--- src/rtl/spi_config_pkg.sv ---
// Shared types and defaults for the SPI configuration port.
// Holds the frame FSM state encoding and the default synchroniser depth.
package spi_config_pkg;

  typedef enum logic [1:0] {
    IDLE   = 2'd0,
    ACTIVE = 2'd1,
    DONE   = 2'd2
  } state_t;

  localparam int DefSyncStages = 2;

endpackage

--- src/rtl/spi_config_port_bit_sync.sv ---
// N-flop synchroniser bringing one asynchronous pin into the clk domain.
// Ports: clk, resetN (sync, active-low), d (async pin), q (synced value).
module bit_sync
  import spi_config_pkg::*;
#(
  parameter int   N        = DefSyncStages,
  parameter logic ResetVal = 1'b0
) (
  input  logic clk,
  input  logic resetN,
  input  logic d,
  output logic q
);

  logic [N-1:0] ff;

  always_ff @(posedge clk) begin
    if (!resetN) begin
      ff <= {N{ResetVal}};
    end else begin
      ff <= {ff[N-2:0], d};
    end
  end

  assign q = ff[N-1];

endmodule

--- src/rtl/spi_config_port.sv ---
// SPI-style front end that shifts a frame into the config chain and reads it back.
// Ports: clk, resetN, sckIn/csNIn/mosiIn (async pins), misoOut/misoOe,
//        serialEn/serialIn/serialOut (chain), frameDone/frameOk/bitCount.
module spi_config_port
  import spi_config_pkg::*;
#(
  parameter int SyncStages  = DefSyncStages,
  parameter int CountWidth  = 8,
  parameter int ChainLength = 5
) (
  input  logic                  clk,
  input  logic                  resetN,
  input  logic                  sckIn,
  input  logic                  csNIn,
  input  logic                  mosiIn,
  output logic                  misoOut,
  output logic                  misoOe,
  output logic                  serialEn,
  output logic                  serialIn,
  input  logic                  serialOut,
  output logic                  frameDone,
  output logic                  frameOk,
  output logic [CountWidth-1:0] bitCount
);

  localparam int WarmCycles = SyncStages + 1;
  localparam int WarmW      = $clog2(WarmCycles + 1);

  logic sckS, csNS, mosiS;
  logic sckQ, csNQ;
  logic [WarmW-1:0] warm;
  logic warmDone;
  logic sckRise, sckFall, csFall, csRise;
  state_t state;

  bit_sync #(.N(SyncStages), .ResetVal(1'b0)) uSck (
    .clk(clk), .resetN(resetN), .d(sckIn), .q(sckS)
  );
  bit_sync #(.N(SyncStages), .ResetVal(1'b1)) uCsN (
    .clk(clk), .resetN(resetN), .d(csNIn), .q(csNS)
  );
  bit_sync #(.N(SyncStages), .ResetVal(1'b0)) uMosi (
    .clk(clk), .resetN(resetN), .d(mosiIn), .q(mosiS)
  );

  // After reset the synchronisers still hold reset values; edges seen
  // while the real pin levels flush through would be false (e.g. csN
  // held low across a reset), so edge detection waits until flushed.
  always_ff @(posedge clk) begin
    if (!resetN) begin
      sckQ <= 1'b0;
      csNQ <= 1'b1;
      warm <= '0;
    end else begin
      sckQ <= sckS;
      csNQ <= csNS;
      if (!warmDone) warm <= warm + 1'b1;
    end
  end

  assign warmDone = (warm == WarmW'(WarmCycles));
  assign sckRise  = warmDone &  sckS & ~sckQ;
  assign sckFall  = warmDone & ~sckS &  sckQ;
  assign csFall   = warmDone & ~csNS &  csNQ;
  assign csRise   = warmDone &  csNS & ~csNQ;

  always_ff @(posedge clk) begin
    if (!resetN) begin
      state     <= IDLE;
      misoOut   <= 1'b0;
      misoOe    <= 1'b0;
      serialEn  <= 1'b0;
      serialIn  <= 1'b0;
      frameDone <= 1'b0;
      frameOk   <= 1'b0;
      bitCount  <= '0;
    end else begin
      serialEn <= 1'b0;
      unique case (state)
        IDLE: begin
          if (csFall) begin
            state    <= ACTIVE;
            misoOe   <= 1'b1;
            bitCount <= '0;
            misoOut  <= serialOut;
          end
        end
        ACTIVE: begin
          // csN rise takes priority: a coincident sck edge is dropped.
          if (csRise) begin
            state     <= DONE;
            misoOe    <= 1'b0;
            frameDone <= 1'b1;
            frameOk   <= (bitCount == CountWidth'(ChainLength));
          end else if (sckRise) begin
            serialEn <= 1'b1;
            serialIn <= mosiS;
            if (bitCount != '1) bitCount <= bitCount + 1'b1;
          end else if (sckFall) begin
            misoOut <= serialOut;
          end
        end
        DONE: begin
          state     <= IDLE;
          frameDone <= 1'b0;
          frameOk   <= 1'b0;
        end
        default: state <= IDLE;
      endcase
    end
  end

endmodule

--- config.mk ---
export PLATFORM = sky130hd
export DESIGN_NAME = spi_config_port
export DESIGN_NICKNAME = d
export VERILOG_FILES = /design/src/rtl/spi_config_pkg.sv /design/src/rtl/spi_config_port_bit_sync.sv /design/src/rtl/spi_config_port.sv
export SDC_FILE = /design/constraint.sdc
export NUM_CORES = 1
export LEC_CHECK = 0
export CAP_MARGIN = 20
export CORE_UTILIZATION = 48
export CTS_BUF_LIST = sky130_fd_sc_hd__clkbuf_4
export CTS_CLUSTER_DIAMETER = 30
export DETAILED_ROUTE_END_ITERATION = 8
export GPL_ROUTABILITY_DRIVEN = 0
export PLACE_DENSITY = 0.72
export SYNTH_ARGS = -nofsm -noshare
export SYNTH_HDL_FRONTEND = slang
export SYNTH_SLANG_ARGS = --single-unit
--- constraint.sdc ---
create_clock -name clk -period 1.5 [get_ports clk]
set_input_delay 0.3 -clock clk [delete_from_list [all_inputs] [get_ports clk]]
set_output_delay 0.3 -clock clk [all_outputs]
set_load 0.02 [all_outputs]
Yosys cells after proc, flatten, opt, wreduce, memory -nomap -nowiden
Index checks and enable logic that the tools add are counted.
{"block": "op_classes", "addsub": 2, "reduce_logical": 10, "n_mux": 21, "eq_ne": 12, "bitwise": 15}
{"cell": "2-to-1 mux 8 bit", "count": 4}
{"cell": "case mux 8 bit (2 select lines)", "count": 1}
{"cell": "inequality test 2 bit (second input constant)", "count": 7}
{"cell": "AND reduction 5 bit", "count": 2}
{"cell": "2-to-1 mux 1 bit", "count": 9}
{"cell": "adder 8 x 1 -> 8 bit (second input constant)", "count": 1}
{"cell": "AND 1 bit", "count": 8}
{"cell": "== test 8 x 3 -> 1 bit (second input constant)", "count": 1}
{"cell": "inequality test 8 bit (second input constant)", "count": 1}
{"cell": "case mux 1 bit (2 select lines)", "count": 4}
{"cell": "inverter 1 bit", "count": 7}
{"cell": "AND reduction 3 bit", "count": 2}
{"cell": "== test 2 bit (second input constant)", "count": 2}
{"cell": "2-to-1 mux 2 bit", "count": 2}
{"cell": "case mux 2 bit (2 select lines)", "count": 1}
{"cell": "AND reduction 2 bit", "count": 2}
{"cell": "nonzero test 2 bit", "count": 2}
{"cell": "OR reduction 3 bit", "count": 1}
{"cell": "adder 2 x 1 -> 2 bit (second input constant)", "count": 1}
{"cell": "== test 2 x 1 -> 1 bit (second input constant)", "count": 1}
{"cell": "logical NOT 2 bit", "count": 1}
{"block": "totals", "output_inout_bits": 14, "elab_cells": 74, "reg_bits": 26, "input_bits": 6}

Logic depth before layout (Yosys ltp)
{"block": "depth", "word_depth": 7, "mapped_depth": 6, "depth_no_buf": 6}

Cells and area by module
A second synthesis with hierarchy kept.
{"block": "hier_totals", "hier_cells": 126, "area_unflattened_um2": 1182.4}
{"mod": "spi_config_port", "cells_per_inst": 114, "n_inst": 1, "area_each_um2": 1024.7, "seq_area_each_um2": 400.4}
{"mod": "bit_sync", "cells_per_inst": 4, "n_inst": 3, "area_each_um2": 52.6, "seq_area_each_um2": 40.0}

Worst setup path after synthesis
No wires, ideal clock.
{"block": "synth_timing", "kind": "reg-to-reg", "from": "register bitCount[0]", "to": "register bitCount[2]", "synth_period_minus_slack_ps": 1574, "required_time_ps": 1426, "stages_incl_launch_ff": 6, "path_slack_ps": -74, "path_buffers": 0, "arrival_time_ps": 1500, "setup_ps": 74, "cell_sequence": "dfxtp_1 ha_1 nand4_1 o21a_1 a21o_1 a31oi_1"}
{"block": "synth_via", "elab_chain_cells": 5, "word_cells_on_any_way": 8, "cone_classes": "add/sub: 1; eq/ne: 2; mux: 4; reduce/logical: 1"}
{"item": "from (decl)", "line_no": "spi_config_port.sv:23", "text": "output logic [CountWidth-1:0] bitCount"}
{"item": "from (signal assigned)", "line_no": "spi_config_port.sv:98", "text": "if (bitCount != '1) bitCount <= bitCount + 1'b1;"}
{"item": "adder 8 x 1 -> 8 bit", "line_no": "spi_config_port.sv:98"}
{"item": "2-to-1 mux 8 bit", "line_no": "spi_config_port.sv:98"}
{"item": "2-to-1 mux 8 bit", "line_no": "spi_config_port.sv:95", "text": "end else if (sckRise) begin"}
{"item": "2-to-1 mux 8 bit", "line_no": "spi_config_port.sv:90", "text": "if (csRise) begin"}
{"item": "case mux 8 bit (2 select lines)", "line_no": "spi_config_port.sv:79", "text": "unique case (state)"}
Parallel ways exist; a longest one is shown, timed or not. The select of a mux whose other input is x is not followed.
A chain may end at the register's enable or synchronous reset.

Worst setup path after layout
{"block": "layout_timing", "from": "register warm[0]", "to": "register bitCount[5]"}
{"block": "layout_via", "elab_chain_cells": 5, "word_cells_on_any_way": 11, "cone_classes": "eq/ne: 4; bitwise: 6; reduce/logical: 1"}
{"item": "from (decl)", "line_no": "spi_config_port.sv:31", "text": "logic [WarmW-1:0] warm;"}
{"item": "from (signal assigned)", "line_no": "spi_config_port.sv:57", "text": "if (!warmDone) warm <= warm + 1'b1;"}
{"item": "== test 2 bit *", "line_no": "spi_config_port.sv:61", "text": "assign warmDone = (warm == WarmW'(WarmCycles));"}
{"item": "AND 1 bit (on tied branches) (2 in series)", "line_no": "spi_config_port.sv:62, spi_config_port.sv:64, spi_config_port.sv:65"}
{"item": "inequality test 2 bit (no source line)"}
{"item": "AND reduction 5 bit (no source line) *"}
Every way passes the cells marked *; elsewhere a longest branch is shown, timed or not.

==> impl_results.md <==
- PD cells: 814 nW/um2
- Initial DRC Count: 13
- Vias in the first global route: approximately 1,100
- Post-synth EDFFs: 0
- Tightest Pin Transition: 0.275 ns
- WP data arrival: 1.77 ns
- Vias: 1,104
- Total die area: roughly 2600 um2
- CTS buffer count: 3
- Initial Util: 0.521
- Fmax: 662 MHz
- Register area: 529 um2
- Clock Skew: 0.00895 ns
- Vias per inst: 5.66
- First-pass GRT wire length: 4830 um
- DRC: 0
- Pwr Total: about 1.3 mW
- Family with the most delay on the worst path: simple AND/OR/NAND/NOR gates
- RSZ-0062 raised after global routing: true
- Peak VDD IR: 0.677 mV
- Final min period: 1.51 ns
- Data required, critical path: 1.76 ns
- Post-synth ARST share: 0
- Share of post-route cells with drive strength above 1: 0.281
- Setup crit start kind: flop
- Largest net degree at the start of global routing: 18
- Final nets: 177
- Crit Path Max Fanout: 6
- Antenna viol nets, final: 0
- Ant. Diodes: 0
- Initial antenna violation count: 0
- Post-synth cell types: 45
- First-pass DRT Iterations: 4
- Final cell count without fillers: 195
- Slowest cell on the critical path: dfxtp_2
- Average cell area after synthesis: ~9.4 um2
- Worst skew pair latency: 0.33 ns
- Most frequent cells in the layout: 21 x buf_4, 19 x dfxtp_1, 14 x dlygate4sd2_1
- CTS max path bufs: 2
- Status: finished with violations
- Synth Register Bits: 26
- Multi-input logic area: 678 um2
- Post-Syn Instances: between 100 and 150
- Congestion Overflow GR: 0
- Area grow syn2layout: 40.1%
- CTS tree: yes
- Ys flop type: dfxtp_1
- HP Class: flop to flop
- Seq/Total Area, Yosys: 0.443
- Die height: 51.4 um
- Final setup vio count: 2
- Final Instance Area: between 1500 and 2000 um2
- Htree depth: 1
- Synth Net Count: around 130
- Rel. slew slack: 0.817
- Io pins: 20
- Final hold vios: 0
- Clk sink count: 26
- Post-CTS Hold Fix Bufs: 0
- Max Slew Vio Count: 0
- Static Leak: 0.678 nW
- Placed cell areas: 1530 um2
- Final worst-path cycle share: 1.01
- Top cell type by total area after synthesis: dfxtp_1
- Fin util: 0.729
- Wirelength, routed: roughly 2900 um
- Yosys warning total: 0
- Hold slack: 0.455 ns
- Setup crit end kind: flop
- GR Util All Layers: 0.250
- Root Buffer: clkbuf_4
- Fillcell total: 185
- Core area: 2250 um2
- Synthesized area: 1170 um2
- Top-area cell type share of the netlist area: 0.443
- Die width: 51.4 um
- Port bufs: 19
- Type of the worst setup path: flop to flop
- Most common cell after layout, fill and taps aside: buf_4
- CP bufs+invs: 1
- HPWL Detailed: 1990 um
- Max incr delay on CP: between 0.3 and 0.4 ns
- Reg clk slew, reported paths: 0.15 ns
- MaxCap Viol Count: 0
- Placed cell count: 187
- Failing checks: setup timing
- Row cnt: 17
- Final WS setup: -0.0108 ns
- CP Cell Sequence: ha_4 > and3b_2 > buf_6 > o2111ai_4 > or3_1 > o211ai_1
- Area contributors post-synth: dfxtp_1 44%, a31oi_1 4.3%, and2_1 3.2%
- Avg WL per Cell: 14.7 um
==> cell type report <==
type	instances	area share
Tap cell	28	0.0213
Sequential cell	26	0.322
Clock buffer	3	0.0137
Multi-Input combinational cell	89	0.412
Inverter	6	0.0137
Clock inverter	1	0.00228
Timing Repair Buffer	42	0.215
==> cells by family (layout without fill, tap and decap cells) <==
group                      after synthesis  after routing  synth area share
AOI/OAI and AO/OA                       32             32             0.192
muxes                                    3              3            0.0256
buffers and inverters                   10             52            0.0373
adders and majority gates                3              3            0.0320
and+or+nand+nor                         50             50             0.262
DFF                                     26             26             0.443
xor gates and xnor gates                 1              1           0.00746
==> path summary, 6_finish.rpt <==
path | start | end | slack (ns) | cells after the start
worst min register to register | uSck.ff[0] | uSck.ff[1] | 0.45 | 1
worst max-delay path | warm[0] | bitCount[5] | -0.01 | 6
worst min-delay path | uSck.ff[0] | uSck.ff[1] | 0.45 | 1
worst max register to register | warm[0] | bitCount[5] | -0.01 | 6
==> sequential cells by signal, indices dropped and copies added, names as in the netlist <==
register and count:
bitCount 8, state 2, uCsN.ff 2, uMosi.ff 2
uSck.ff 2, warm 2, csNQ 1, frameDone 1
frameOk 1, misoOe 1, misoOut 1, sckQ 1
serialEn 1, serialIn 1
==> metrics by stage <==
step	setup TNS (ns)	setup slack, ns
2_1_floorplan	-0.0150	-0.0150
3_3_place_gp	-1.07	-0.201
3_5_place_dp	-1.34	-0.219
4_1_cts	-0.0553	-0.0480
5_1_grt	-0.512	-0.0872
6_report	-0.0196	-0.0108
==> cell usage after synthesis (all sizes together), types with 2 or more instances <==
library cell	instances
a221oi	2
or4	2
nand3b	3
or3	2
a21oi	2
o211ai	4
o21ai	7
ha	3
a31oi	8
inv	6
and2	6
nor2b	2
a21o	2
and3b	2
nand2	9
or2b	3
o32ai	2
nand3	5
dfxtp	26
nand2b	2
nor2	7
buf	3
mux2i	3
==> repair_timing <==
item | 4_1_cts | 5_1_grt
gates resized for setup | 23 | 7
pin swaps | 3 | 5
endpoints found under the hold margin | 0 | 0
endpoints found under the setup margin | 24 | 14
setup buffers | 2 | 2
==> per-layer routing <==
| layer | GRT usage | share of wire | up-vias |
|---|---|---|---|
| li1 | - | - | 543 |
| met4 | 0.135 | 0.019 | 0 |
| met3 | 0.0446 | 0.033 | 6 |
| met1 | 0.290 | 0.43 | 526 |
| met2 | 0.431 | 0.52 | 29 |
| met5 | 0 | 0 | - |
==> power breakdown <==
part / total (mW) / internal [mW] / switching, mW
clock: 0.316 / 0.0978 / 0.218
sequential: 0.762 / 0.731 / 0.0314
combinational: 0.259 / 0.136 / 0.124
(Power assumes the default switching activity.)
